--- config.mk ---
export PLATFORM = sky130hd
export DESIGN_NAME = pmem_arbiter_rr
export DESIGN_NICKNAME = d
export VERILOG_FILES = /design/src/rtl/pmem_arbiter_rr_pkg.sv /design/src/rtl/pmem_arbiter_rr_pick.sv /design/src/rtl/pmem_arbiter_rr.sv
export SDC_FILE = /design/constraint.sdc
export NUM_CORES = 1
export LEC_CHECK = 0
export CORE_AREA = 2 2 388 390
export CTS_CLUSTER_SIZE = 28
export DETAILED_ROUTE_END_ITERATION = 7
export DIE_AREA = 0 0 390 392
export HOLD_SLACK_MARGIN = 0.1
export PLACE_DENSITY = 0.41
export SLEW_MARGIN = 20
export SYNTH_ARGS = -nofsm -noshare
export SYNTH_HDL_FRONTEND = slang
export SYNTH_SLANG_ARGS = --single-unit
--- constraint.sdc ---
create_clock -name clk -period 4.39 [get_ports clk]
set_input_delay 1.317 -clock clk [delete_from_list [all_inputs] [get_ports clk]]
set_output_delay 1.317 -clock clk [all_outputs]
set_load 0.01 [all_outputs]
--- src/rtl/pmem_arbiter_rr_pkg.sv ---
// mem_arb_pkg: shared state type and geometry helpers for the pmem arbiter
package mem_arb_pkg;
    typedef enum logic [1:0] {IDLE, BURST, DONE} arb_state_t;
    function automatic int beats(input int line_w, input int beat_w);
        return line_w / beat_w;
    endfunction
    function automatic int offset_w(input int line_w);
        return $clog2(line_w / 8);
    endfunction
endpackage

--- src/rtl/pmem_arbiter_rr_pick.sv ---
// rr_pick: combinational round-robin select starting after last_grant
module rr_pick #(
    parameter int NUM_CH = 2,
    parameter int IDX_W  = 1
) (
    input  logic [NUM_CH-1:0] req,
    input  logic [IDX_W-1:0]  last_grant,
    output logic [IDX_W-1:0]  grant,
    output logic              any_req
);
    logic [IDX_W-1:0] idx;
    // Scan farthest-first so the nearest requester after last_grant wins.
    always_comb begin
        grant = '0;
        idx = '0;
        any_req = |req;
        for (int k = NUM_CH; k >= 1; k--) begin
            idx = IDX_W'((int'(last_grant) + k) % NUM_CH);
            if (req[idx]) grant = idx;
        end
    end
endmodule

--- src/rtl/pmem_arbiter_rr.sv ---
// pmem_arbiter_rr: N-channel round-robin cacheline-to-burst pmem arbiter
module pmem_arbiter_rr
    import mem_arb_pkg::*;
#(
    parameter int NUM_CH = 2,
    parameter int ADDR_W = 32,
    parameter int LINE_W = 256,
    parameter int BEAT_W = 64
) (
    input  logic                     clk,
    input  logic                     rst,
    input  logic [NUM_CH-1:0]        ch_read,
    input  logic [NUM_CH-1:0]        ch_write,
    input  logic [NUM_CH*ADDR_W-1:0] ch_address,
    input  logic [NUM_CH*LINE_W-1:0] ch_wdata,
    output logic [LINE_W-1:0]        ch_rdata,
    output logic [NUM_CH-1:0]        ch_resp,
    output logic                     pmem_read,
    output logic                     pmem_write,
    output logic [ADDR_W-1:0]        pmem_address,
    output logic [BEAT_W-1:0]        pmem_wdata,
    input  logic [BEAT_W-1:0]        pmem_rdata,
    input  logic                     pmem_resp
);
    localparam int BEATS = beats(LINE_W, BEAT_W);
    localparam int OFF_W = offset_w(LINE_W);
    localparam int CNT_W = BEATS > 1 ? $clog2(BEATS) : 1;
    localparam int IDX_W = NUM_CH > 1 ? $clog2(NUM_CH) : 1;

    arb_state_t        state, state_next;
    logic [CNT_W-1:0]  cnt;
    logic [IDX_W-1:0]  last_grant, grant, pick;
    logic              any_req, op_write, last_beat;
    logic [ADDR_W-1:0] addr, sel_addr;
    logic [LINE_W-1:0] wline, rline;

    rr_pick #(.NUM_CH(NUM_CH), .IDX_W(IDX_W)) u_pick (
        .req       (ch_read | ch_write),
        .last_grant(last_grant),
        .grant     (pick),
        .any_req   (any_req)
    );

    assign sel_addr  = ch_address[int'(pick)*ADDR_W +: ADDR_W];
    assign last_beat = pmem_resp && cnt == CNT_W'(BEATS - 1);

    always_ff @(posedge clk)
        if (rst) state <= IDLE;
        else     state <= state_next;

    always_comb begin
        state_next = state == IDLE  ? (any_req ? BURST : IDLE) :
                     state == BURST ? (last_beat ? DONE : BURST) : IDLE;
    end

    always_ff @(posedge clk) begin
        if (rst) begin
            cnt        <= '0;
            last_grant <= IDX_W'(NUM_CH - 1);
            grant      <= '0;
            op_write   <= 1'b0;
            addr       <= '0;
            wline      <= '0;
            rline      <= '0;
        end else begin
            if (state == IDLE && any_req) begin
                grant    <= pick;
                op_write <= ch_write[pick];
                addr     <= {sel_addr[ADDR_W-1:OFF_W], {OFF_W{1'b0}}};
                if (ch_write[pick]) wline <= ch_wdata[int'(pick)*LINE_W +: LINE_W];
            end
            if (state == BURST && pmem_resp) begin
                cnt <= last_beat ? '0 : cnt + CNT_W'(1);
                if (!op_write) rline[int'(cnt)*BEAT_W +: BEAT_W] <= pmem_rdata;
            end
            if (state == DONE) last_grant <= grant;
        end
    end

    assign pmem_read    = state == BURST && !op_write;
    assign pmem_write   = state == BURST && op_write;
    assign pmem_address = state == BURST ? addr : '0;
    assign pmem_wdata   = pmem_write ? wline[int'(cnt)*BEAT_W +: BEAT_W] : '0;
    assign ch_resp      = state == DONE ? NUM_CH'(1) << grant : '0;
    assign ch_rdata     = rline;
endmodule

==> impl_metrics.toml, run 1 <==
[global_routing]
track_usage = 0.186
grt_use_met1 = 0.240
grt_overflow = 0
antenna_found_initial = 55
grt_max_degree = 111
top_usage_layer = "met2"
met2_usage = 0.306
grt_pass1_vias = 26800
grt_pass1_wl_um = 207000
grt_use_met3 = 0.0509

[worst_hold_path]
hold_path_class = "flop to flop"
holdCritStartpoint = "ch_rdata[164]"

[job]
drv_cap = 0

[critical_path]
cpPeakStageDelay_ns = 0.56
path_max_fanout = 17
cp-startpoint = "cnt[1]"
endpoint_kind = "output port"
required_ns = 3.07
worst-setup-path-type = "flop to output port"
start_kind = "flop"
critPathArrivalTime_ns = 2.85
critPathSlowestCell = "dfxtp_4"
crit_chain = "buf_4 > mux4_2 > and3_1 > clkdlybuf4s50_1"
r2r_start = "cnt[1]"

[placement]
place_congestion = 0.845
dpl_cell_area_um2 = 38300
dp_slack_ns = 0.671
hpwl_um = 108000
numPortBuffers = 987

[route]
first_pass_iters = 5
ant_nets = 0
vias = 26500
wl_per_cell_um = 25.2
postRouteWirelength_um = 148000
drt_iter0_markers = 1533
post-route-drc-count = 0
via_per_inst = 4.52

[cts]
post-cts-setup-buffer-count = 3
tritoncts = "done"
cts_root_buffer = "clkbuf_16"
cts_max_level = 3
clock_sinks = 546
clkLatencyLatePin_ns = 0.66
clk_pin_slew_ns = 0.06
cts_inserted_buffers = 73
cts_buffer_depth = 3
cts-resized-gates = 0
ctsHoldBuffers = 0

[sta]
timing.final.crit_period_ns = 4.17
setup_slack_ns = 0.222
clock_skew_ns = 0.0306
max_slew_margin = 0.336
post-route-period-util = 0.949
setup_viol = 0
tns_ns = 0
rsz0062_at_grt = "false"
worstMarginPinSlew_ns = 0.992
max_freq_mhz = 240
final_hold_viol_count = 0
slew_viol_final = 0

[logic_synthesis]
yosys_warnings = 0
synth_async_sr_flop_share = 0
synth-seq-area-share = 0.422
synth_edf_count = 0
ys_ff_latch = 546
ys.flop_type = "dfxtp_1"
synthCells = 2997
avgSynthCellArea_um2 = 8.65
netlist_area_um2 = 25900
synth_cell_types = 33

[die]
die_x_um = 390
rows = 142
start_util = 0.174
boundaryPins = 1003
core_um2 = 149000
die_h_um = 392
die-area_um2 = 153000

[cells_and_area]
regArea_um2 = 10900
area_growth_pct = 57.8
multi_input_area_um2 = 13500
fin_area_um2 = 40900
drive_gt1_frac = 0.145
fillers = 15900
fin_nets = 4508

[power]
vdd_drop_max_mv = 0.250
p_leak_uw = 0.0139
power_density_nw_per_um2 = 357

[status]
run_status = "complete, no violations"
-- final timing paths --
path	slack, ns	cells past startpoint	to
hold / removal	0.45	2	ch_rdata[164]
hold reg to reg	0.45	2	ch_rdata[164]
setup / recovery	0.22	4	pmem_wdata[56]
setup reg to reg	1.15	8	ch_rdata[107]
-- stage by stage --
| stage | hold slack, ns | cells | utilization | power [uW] |
|---|---|---|---|---|
| floorplan | 0.450 | 3001 | - | 6840 |
| global placement | 0.438 | 5722 | 0.257 | 8230 |
| detailed placement | 0.442 | 5722 | 0.257 | 8240 |
| CTS | 0.450 | 5856 | 0.275 | 14900 |
| global route | 0.462 | 5863 | 0.275 | 15200 |
| finish | 0.446 | 5869 | 0.275 | 14600 |
-- synth_stat cells (3+ instances only) --
master,instances,area share
nand3_1,256,0.049
dfxtp_1,546,0.42
buf_1,11,0.0016
buf_4,11,0.0032
inv_1,5,0.00072
nor3_1,3,0.00058
nand2_1,838,0.12
ha_1,5,0.0024
nor2_1,33,0.0048
clkbuf_1,211,0.031
and2_1,33,0.0080
buf_2,72,0.014
a311oi_1,43,0.015
and3_1,64,0.015
a21oi_1,517,0.10
buf_6,28,0.012
mux4_2,64,0.056
a311oi_2,240,0.14
-- where the power goes --
| group | leakage, uW | internal (uW) | switching, uW |
|---|---|---|---|
| Combinational | 0.00815 | 1280 | 1350 |
| Clock | 0.00125 | 3900 | 2610 |
| Sequential | 0.00447 | 5260 | 226 |
| Total | 0.0139 | 10400 | 4180 |
-- area by class of cell --
type | instances | share of cell area
inverters | 5 | 0.000459
clock inverters | 23 | 0.0103
multi-input cells | 2117 | 0.329
diodes | 13 | 0.000795
clock buffers | 108 | 0.0526
repair buffers | 1113 | 0.279
well taps | 1944 | 0.0595
flip-flops and latches | 546 | 0.267
-- state kept, by name (all words and copies together), names as in the netlist --
name,count
state,2
grant,1
wline,256
cnt,2
addr,27
op_write,1
ch_rdata,256
last_grant,1
-- placed cells by master, fill, tap and decap left out, types with 5 or more instances in the layout --
cell type	n
nand2_1	833
and2_1	27
a311oi_1	43
inv_1	5
a311oi_2	240
and3_1	64
a21oi_1	517
clkinv_2	5
dfxtp_1	543
buf_4	78
clkbuf_1	18
conb_1	5
clkdlybuf4s50_1	986
nand3_1	256
clkbuf_16	75
nor2_1	32
mux4_2	64
clkbuf_8	15
bufinv_16	8
diode_2	13
ha_1	5
buf_12	48
-- kinds of logic (layout without fill, tap and decap cells) --
kind of cell | after synthesis | in the layout | share of synthesized area
simple gates | 1237 | 1237 | 0.203
compound gates | 806 | 806 | 0.256
flops | 546 | 546 | 0.422
buf+inv | 338 | 1249 | 0.0621
mux | 64 | 64 | 0.0556
fa+ha+maj | 5 | 5 | 0.00241
other cells | 1 | 18 | 0.000145
-- metal layers --
metal | routed length, um | vias up
met5 | 344 | -
met4 | 2930 | 52
met3 | 10500 | 185
met2 | 69500 | 948
met1 | 64700 | 12900
li1 | - | 12500
-- critical path: cells and delay by family (launching register included) --
kind / cells / cell delay (ns)
flops: 1 / 0.56
buf+inv: 2 / 0.96
mux: 1 / 0.42
simple gates: 1 / 0.21
Note: power is estimated with default switching activity, not from simulation.
==> run 2: changes to the inputs <==
--- a/config.mk
+++ b/config.mk
@@ -5,13 +5,14 @@
 export SDC_FILE = /design/constraint.sdc
 export NUM_CORES = 1
 export LEC_CHECK = 0
-export CORE_AREA = 2 2 388 390
+export CORE_AREA = 2 2 394 396
 export CTS_CLUSTER_SIZE = 28
 export DETAILED_ROUTE_END_ITERATION = 7
-export DIE_AREA = 0 0 390 392
+export DIE_AREA = 0 0 396 398
 export HOLD_SLACK_MARGIN = 0.1
 export PLACE_DENSITY = 0.41
 export SLEW_MARGIN = 20
 export SYNTH_ARGS = -nofsm -noshare
 export SYNTH_HDL_FRONTEND = slang
+export SYNTH_HIERARCHICAL = 1
 export SYNTH_SLANG_ARGS = --single-unit
==> run 2 against run 1 <==
- first-iteration DRC count is 14% higher
- clock power is 4.1% lower
- clock-buffer cell count is 5 higher
- register-to-register slack better by 0.64 ns
- sequential power hardly changed
- hold slack better by 0.017 ns
- sequential share of layout area is 0.72 points lower
- critical endpoint is now pmem_wdata[18]
- largest cell class unchanged
- highest routed layer unchanged
==> impl_metrics.toml, run 2 <==
[critical_path]
start_kind = "flop"
endpoint_kind = "output port"
crit_chain = "nor2b_4 > buf_4 > and3_1 > clkdlybuf4s50_1"
r2r_cells = 8
worst-setup-path-type = "flop to output port"
r2r_start = "cnt[0]"
critPathSlowestCell = "clkdlybuf4s50_1"
rr_endpoint = "ch_rdata[5]"
cpPeakStageDelay_ns = 0.69
worst-path-buf-inv = 2
path_max_fanout = 35
cp_top_family = "buffers and inverters"
required_ns = 3.07
r2r_setup_slack_ns = 1.79
critPathArrivalTime_ns = 2.87

[power]
pwr-share-seq = 0.377
vdd_drop_max_mv = 0.228
p_leak_uw = 0.0139
power.switching_uw = 4240
power_density_nw_per_um2 = 344
p_int_uw = 10200
clockPowerShare = 0.431
p_sw_frac = 0.293
comb_power_share = 0.192

[logic_synthesis]
synth-seq-area-share = 0.399
avgSynthCellArea_um2 = 9.87
synth_async_sr_flop_share = 0
synthDominantCellAreaShare = 0.399
ys.flop_type = "dfxtp_1"
netlist_area_um2 = 27400
yosys_warnings = 6
yosysTopAreaCell = "dfxtp_1"
yosysMostFrequentCell = "dfxtp_1"
synth_common_cells = "546 x dfxtp_1, 285 x mux2i_1, 259 x a21oi_1"
synth_area_leaders = "dfxtp_1 40%, a211oi_2 11%, mux2i_1 10%"
ys_ff_latch = 546
synth_cell_types = 38
synthCells = 2775
synth_edf_count = 0

[placement]
place_congestion = 0.851
numPortBuffers = 987
hpwl_um = 105000

[die]
start_util = 0.179
die-area_um2 = 158000
die_x_um = 396
rows = 144
core_um2 = 153000
boundaryPins = 1003
die_h_um = 398

[cts]
cts_max_level = 3
clock_sinks = 546
cts_buffer_depth = 3
cts_root_buffer = "clkbuf_16"
tritoncts = "done"
cts_inserted_buffers = 75
clk_pin_slew_ns = 0.05
clkLatencyLatePin_ns = 0.65

[sta]
max_slew_margin = 0.247
setup_viol = 0
hold_slack_ns = 0.463
rsz0062_at_grt = "false"
clock_skew_ns = 0.0228
worstMarginPinSlew_ns = 1.13
tns_ns = 0
slew_viol_final = 0
post-route-period-util = 0.954
final_hold_viol_count = 0
max_freq_mhz = 239
timing.final.crit_period_ns = 4.19

[worst_hold_path]
hold_depth = 2
holdCritStartpoint = "ch_rdata[233]"
hold_path_class = "flop to flop"
hold_end = "ch_rdata[233]"

[status]
run_status = "complete, no violations"

[global_routing]
grt_max_degree = 204
grt_overflow = 0
grt_pass1_vias = 25400
antenna_found_initial = 13
grt_pass1_wl_um = 202000
track_usage = 0.177

[cells_and_area]
layout_common_cells = "986 x clkdlybuf4s50_1, 543 x dfxtp_1, 285 x mux2i_1"
fin_nets = 4251
drive_gt1_frac = 0.148
multi_input_area_um2 = 14900
regArea_um2 = 10900
fillers = 16200
area_growth_pct = 53.5
final_common_cell = "clkdlybuf4s50_1"

[job]
drv_cap = 0

[route]
vias = 25400
ant_nets = 0
drt_iter0_markers = 1752
post-route-drc-count = 0
postRouteWirelength_um = 146000
first_pass_iters = 5
wl_per_cell_um = 25.6
via_per_inst = 4.45
## run 2: logic make-up (layout without fill, tap and decap cells)
| group | Yosys count | count (layout) | share of synthesized area |
|---|---|---|---|
| buffers and inverters | 346 | 1223 | 0.0608 |
| adders and majority gates | 5 | 5 | 0.00228 |
| DFF | 546 | 546 | 0.399 |
| AOI/OAI and AO/OA | 800 | 800 | 0.216 |
| muxes | 350 | 350 | 0.157 |
| other | 1 | 12 | 0.000137 |
| and+or+nand+nor | 727 | 727 | 0.164 |
## run 2: tightest hold or removal path: stages (launching register included)
cell and delay, ns:
dfxtp_1 0.31, nand2b_1 0.06, o21ai_1 0.05
## run 2: metal layers
| metal | vias up | wire, um | global-route usage |
|---|---|---|---|
| li1 | 12000 | - | - |
| met1 | 12600 | 62900 | 0.223 |
| met2 | 701 | 72500 | 0.306 |
| met3 | 134 | 7790 | 0.0353 |
| met4 | 6 | 3090 | 0.0466 |
| met5 | - | 39 | 0 |
## run 2: how the worst max path moves through the flow
stage | start | endpoint | depth (start not counted)
after global routing | state[0] | pmem_wdata[0] | 4
final | state[0] | pmem_wdata[18] | 4
after CTS | state[0] | pmem_wdata[18] | 4
after floorplan | ch_write[0] | wline[10] | 9
after detailed placement | ch_write[0] | wline[127] | 8
after global placement | ch_write[0] | wline[127] | 8
## run 2: timing repair
action,4_1_cts,5_1_grt
hold buffers,0,0
gates resized for setup,0,0
buffers inserted,5,0
endpoints found under the setup margin,37,0
## run 2: metrics by stage
stage	cells	setup WS [ns]	total power [uW]	instance area (um2)	utilization
finish	5707	0.204	14500	42000	0.274
global route	5703	0.0217	15100	42000	0.274
CTS	5700	0.0543	14700	42000	0.274
detailed placement	5561	0.177	8350	39500	0.257
global placement	5561	0.212	8330	39500	0.257
floorplan	2779	1.36	6940	27400	-
## run 2: final cells by class
cell class,instances,area share
diodes,7,0.000417
clock buffers,113,0.0524
clock inverters,21,0.00688
inverters,4,0.000357
multi-input cells,1887,0.355
flip-flops and latches,546,0.260
well taps,2044,0.0608
repair buffers,1085,0.264
## run 2: power groups by stage
stage	Clock, uW	Sequential [uW]	Combinational, uW
final	6240	5460	2770
after global placement	0	5570	2760
after CTS	6440	5460	2810
after detailed placement	0	5570	2780
after global routing	6630	5490	2950
after floorplan	0	5470	1480
==> run 3: changes to the inputs <==
--- a/config.mk
+++ b/config.mk
@@ -6,7 +6,6 @@
 export NUM_CORES = 1
 export LEC_CHECK = 0
 export CORE_AREA = 2 2 394 396
-export CTS_CLUSTER_SIZE = 28
 export DETAILED_ROUTE_END_ITERATION = 7
 export DIE_AREA = 0 0 396 398
 export HOLD_SLACK_MARGIN = 0.1
==> results of run 3 <==
The final DEF is identical to that of run 2; final timing and power are the same.
